===== src/rtl/cpld_reg_bank.sv =====
// LPC I/O register bank: read-only ID at offset 0, W1C status register, R/W registers.
// Define CPLD_REG_WRLOCK_EN to add the A5/5A write-unlock key sequence with a timed window.
module cpld_reg_bank #(
  parameter int          NUM_REGS      = 32,
  parameter logic [7:0]  ID_VALUE      = 8'h00,
  parameter logic [7:0]  RW_RST        = 8'h00,
  parameter logic [7:0]  STAT_ADDR     = 8'h1E,
  parameter logic [7:0]  KEY_ADDR      = 8'h1F,
  parameter logic [15:0] UNLOCK_CYCLES = 16'd1023
) (
  input  logic                  Mclk,
  input  logic                  MainResetN,
  input  logic [15:0]           DevAddr,
  input  logic                  RdDev_En,
  input  logic                  WrDev_En,
  input  logic [7:0]            WrDev_Data,
  input  logic [7:0]            StatSet,
  output logic [7:0]            RdDev_Data,
  output logic [NUM_REGS*8-1:0] RegOut,
  output logic                  WrLocked
);

  logic [7:0] regs [NUM_REGS];
  logic [7:0] view [NUM_REGS];
  logic [7:0] addr;
  int         addrInt;
  logic       hit;
  logic       wrHit;
  logic       wrStat;
  logic       rwTarget;
  logic       rwWrite;
  logic [7:0] statClr;
  logic [7:0] rdMux;
  logic [7:0] unusedHighAddr;

  assign addr           = DevAddr[7:0];
  assign addrInt        = int'(addr);
  assign unusedHighAddr = DevAddr[15:8];
  assign hit            = {1'b0, addr} < 9'(NUM_REGS);
  assign wrHit          = WrDev_En && hit;
  assign wrStat         = wrHit && (addr == STAT_ADDR);
  assign statClr        = wrStat ? WrDev_Data : 8'h00;

`ifdef CPLD_REG_WRLOCK_EN
  typedef enum logic [1:0] {
    LOCKED   = 2'b00,
    KEY1     = 2'b01,
    UNLOCKED = 2'b10
  } lockStateT;

  lockStateT   lockState;
  logic [15:0] timer;
  logic        wrKey;

  assign wrKey    = wrHit && (addr == KEY_ADDR);
  assign rwTarget = (addr != 8'h00) && (addr != STAT_ADDR) && (addr != KEY_ADDR);
  // The window stays open through the cycle where the timer reads zero.
  assign rwWrite  = wrHit && rwTarget && (lockState == UNLOCKED);
  assign WrLocked = (lockState != UNLOCKED);

  always_ff @(posedge Mclk) begin
    if (!MainResetN) begin
      lockState <= LOCKED;
      timer     <= 16'd0;
    end else begin
      case (lockState)
        LOCKED: begin
          if (wrKey && (WrDev_Data == 8'hA5))
            lockState <= KEY1;
        end
        KEY1: begin
          if (wrKey && (WrDev_Data == 8'h5A)) begin
            lockState <= UNLOCKED;
            timer     <= UNLOCK_CYCLES;
          end else if (wrHit) begin
            lockState <= LOCKED;
          end
        end
        UNLOCKED: begin
          if (wrKey || (timer == 16'd0)) begin
            lockState <= LOCKED;
            timer     <= 16'd0;
          end else begin
            timer <= timer - 16'd1;
          end
        end
        default: begin
          lockState <= LOCKED;
          timer     <= 16'd0;
        end
      endcase
    end
  end

  // The key offset reads back the lock state rather than stored data.
  always_comb begin
    for (int i = 0; i < NUM_REGS; i++) begin
      view[i] = regs[i];
      if (i == int'(KEY_ADDR))
        view[i] = {6'b0, lockState};
    end
  end
`else
  logic [23:0] unusedLockParams;

  assign unusedLockParams = {KEY_ADDR, UNLOCK_CYCLES};
  assign rwTarget         = (addr != 8'h00) && (addr != STAT_ADDR);
  assign rwWrite          = wrHit && rwTarget;
  assign WrLocked         = 1'b0;

  always_comb begin
    view = regs;
  end
`endif

  // Status bits: hardware set has priority over a same-cycle write-1 clear.
  always_ff @(posedge Mclk) begin
    if (!MainResetN) begin
      for (int i = 0; i < NUM_REGS; i++) begin
        if (i == 0)
          regs[i] <= ID_VALUE;
        else if (i == int'(STAT_ADDR))
          regs[i] <= 8'h00;
        else
          regs[i] <= RW_RST;
      end
    end else begin
      for (int i = 1; i < NUM_REGS; i++) begin
        if (i == int'(STAT_ADDR))
          regs[i] <= (regs[i] & ~statClr) | StatSet;
        else if (rwWrite && (addrInt == i))
          regs[i] <= WrDev_Data;
      end
    end
  end

  always_comb begin
    rdMux = 8'hFF;
    for (int i = 0; i < NUM_REGS; i++) begin
      if (addrInt == i)
        rdMux = view[i];
    end
  end

  always_ff @(posedge Mclk) begin
    if (!MainResetN)
      RdDev_Data <= 8'hFF;
    else if (RdDev_En)
      RdDev_Data <= rdMux;
  end

  always_comb begin
    RegOut = '0;
    for (int i = 0; i < NUM_REGS; i++)
      RegOut[8*i +: 8] = view[i];
  end

endmodule


===== config.mk =====
export PLATFORM = sky130hd
export DESIGN_NAME = cpld_reg_bank
export DESIGN_NICKNAME = d
export VERILOG_FILES = /design/src/rtl/cpld_reg_bank.sv
export SDC_FILE = /design/constraint.sdc
export NUM_CORES = 1
export LEC_CHECK = 0
export ABC_CLOCK_PERIOD_IN_PS = 5120
export CAP_MARGIN = 10
export CELL_PAD_IN_SITES_DETAIL_PLACEMENT = 1
export CELL_PAD_IN_SITES_GLOBAL_PLACEMENT = 1
export CORE_ASPECT_RATIO = 0.6
export CORE_MARGIN = 2
export CORE_UTILIZATION = 40
export CTS_BUF_LIST = sky130_fd_sc_hd__clkbuf_16
export DETAILED_ROUTE_END_ITERATION = 16
export PLACE_DENSITY_LB_ADDON = 0.08
export SLEW_MARGIN = 5
export SYNTH_ARGS = -nofsm -noshare
export SYNTH_HDL_FRONTEND = slang
export SYNTH_SLANG_ARGS = --single-unit

===== constraint.sdc =====
create_clock -name Mclk -period 5.12 [get_ports Mclk]
set_input_delay 1.28 -clock Mclk [delete_from_list [all_inputs] [get_ports Mclk]]
set_output_delay 1.28 -clock Mclk [all_outputs]
set_load 0.05 [all_outputs]

==> results_dict.tcl <==
set metrics [dict create \
    clkPwrFrac_pct 44.6 \
    critPathMaxStageDelay_ns 0.61 \
    drv_slew 0 \
    wirelength_mm 63.8 \
    yosys_most_used_dff "dfxtp_1" \
    overflow 0 \
    path_buf_inv 2 \
    synth-edff-count 0 \
    required_ns 5.60 \
    p_leak_uw 0.00535 \
    crit_path_start_kind "input port" \
    setup_viol 0 \
    syn_to_final_growth_pct 30.7 \
    nFillCells 3727 \
    path_max_fanout 27 \
    clock-root-buffer "clkbuf_16" \
    cts_tree "built" \
    outcome "completed" \
    grt_pass1_wl_mm 92.8 \
    end_kind "flop" \
    ctsHoldBuffers 0 \
    final_cell_mix "nand2_1 (306), clkdlybuf4s50_1 (275), dfxtp_1 (256)" \
    grt_usage_pct 36.4 \
    drtAntennaViolNets 0 \
    utilization_pct 53.7 \
    combPwrFrac_pct 9.0 \
    clk_latency_ns 0.57 \
    hold_violations 0 \
    dr.first_iter.drc_count 1853 \
    dp_hpwl_mm 44.6 \
    ys_warn_count 0 \
    final_common_cell "nand2_1" \
    wl_per_cell_um 28.2 \
    antenna_found_initial 1 \
    drv_cap 0 \
    gp_congestion 0.956 \
    placementRows 50 \
    port_buffers 283 \
    setup_slack_ns 1.15 \
    drc 0 \
    dr.pass1.iters 5 \
    relSlewSlack_pct 6.53 \
    async_reset_ff_share_pct 0 \
    syn_inst 1617 \
    fmax_mhz 252 \
    postCtsSetupBuffers 0 \
    critical_path.top_delay_family "simple AND/OR/NAND/NOR gates" \
    ys_types 62 \
    die_width_um 236 \
    worst-setup-path-type "input port to flop" \
    finClkSkew_ns 0.0189 \
    hold_class "flop to flop" \
    rsz0062_at_grt "false" \
    power_switching_uw 1160 \
    drive_gt1_share_pct 7.74 \
    die-area_mm2 0.0339 \
    path_cells "clkdlybuf4s50_1, nor3_1, and2_1, nand3_2, buf_12, nor2_1, nand2_1, a21boi_0" \
    worst_pin_slew_ns 1.40 \
    pin_count 301 \
    path_clk_slew_ns 0.06 \
    p_int_uw 3160 \
    numCtsBuffers 26 \
    cts_max_path_buffers 3 \
    p_total_uw 4330 \
    syn_avg_cell_area_um2 8.01 \
    slowest_stage "nand3_2" \
    fin_crit_ns 3.97 \
    cts_max_level 1 \
    seqPwrFrac_pct 46.4 \
    fin_nets 1863 \
    arrival_ns 4.45 \
    dpl_worst_slack_ns 0.710 \
    syn_area_mm2 0.0130 \
    grt_max_degree 111 \
    avgViaCountPerCell 6.32 \
    start_util_pct 41.1 \
    tns_ns 0 \
    max-vdd-ir-drop_mv 0.205 \
    vias 14306 \
    synth-seq-cells 256 \
    synth-seq-area-share_pct 39.6 \
    clock-sinks 256 \
    period_share_pct 77.5 \
    die_h_um 143 \
    swShare_pct 26.9 \
    first_global_vias 13840 \
    core_area_mm2 0.0315 \
    power_density_mw_per_mm2 255 \
    cts_resized 0 \
]
[metal layers]
layer	track usage (%)	part of all wire, %
met3	7.49	9.8
met1	52.9	45
met5	0	0
met2	55.5	43
met4	7.83	1.9
[path summary, 6_finish.rpt]
path	from	end	slack, ns	cells past startpoint
min reg2reg	RegOut[230]	RegOut[230]	0.49	2
max reg2reg	RegOut[231]	RdDev_Data[7]	2.87	6
min	RegOut[230]	RegOut[230]	0.49	2
max	DevAddr[6]	RegOut[82]	1.15	8
[flip-flops by register name (all words and copies together), names as in the netlist]
register / flops
RegOut: 248
RdDev_Data: 8
[worst reg2reg max path: cells and delay by family, from the launching register on]
kind | cells | cell delay (ns)
and+or+nand+nor | 2 | 0.57
AOI/OAI and AO/OA | 4 | 1.19
DFF | 1 | 0.41
[Yosys cell counts, types with 3 or more instances]
master,instances,area [µm²]
buf_4,10,75.1
nor2_2,3,18.8
nor2b_1,20,125
a21boi_1,4,30.0
clkbuf_1,115,432
mux2_2,20,225
o211ai_1,4,30.0
a21oi_1,41,205
mux4_2,6,135
nor2_1,50,188
o22a_1,4,35.0
a31oi_1,7,43.8
o31ai_1,6,45.0
o221ai_1,14,123
buf_2,27,135
o22ai_1,7,43.8
mux2i_1,47,470
o21ai_0,97,485
nand2b_1,9,56.3
dfxtp_1,256,5120
a31o_2,3,26.3
a2bb2oi_1,7,61.3
a211oi_1,6,45.0
a21boi_0,230,1730
o2bb2ai_1,5,43.8
and2_1,5,31.3
nand4_1,11,68.8
a221oi_1,9,78.8
nor3_1,23,115
o2111ai_1,15,131
o32ai_1,6,52.6
inv_1,6,22.5
a22oi_1,11,82.6
a22o_1,6,52.6
nand2_1,306,1150
buf_1,7,26.3
nand3_1,172,861
or4_1,7,52.6
[area by class of cell]
type / count / area [µm²] / share of cell area [%]
Multi-Input combinational cell: 1202 / 7190 / 42.5
Sequential cell: 256 / 5120 / 30.3
Timing Repair Buffer: 333 / 3240 / 19.1
Clock buffer: 27 / 676 / 3.99
Tap cell: 416 / 520 / 3.07
Clock inverter: 21 / 146 / 0.864
Inverter: 8 / 30.0 / 0.177
Antenna cell: 1 / 2.50 / 0.0148
[through the flow]
stage                     cell area (µm²)  std cells  hold slack (ns)
after floorplan                     13000       1625            0.684
after global placement              16100       2215            0.469
after detailed placement            16100       2215            0.477
after CTS                           16900       2263            0.486
after global routing                16900       2264            0.513
final                               16900       2264            0.488
[power groups by stage]
stage	sequential, µW	combinational [µW]	clock [µW]
after CTS	2010	375	1930
after global routing	2010	397	2010
after floorplan	2080	201	0
final	2010	389	1930
after detailed placement	2050	374	0
after global placement	2050	372	0
[cells by family after synthesis]
logic type	Yosys count	share of synthesized area, %
AND/OR/NAND/NOR	625	21.9
flip-flops	256	39.6
multiplexers	73	6.41
buffers and inverters	167	5.39
XOR/XNOR	1	0.0676
AO/OA/AOI/OAI	494	26.6
other	1	0.0289
Note: power is estimated with default switching activity, not from simulation.
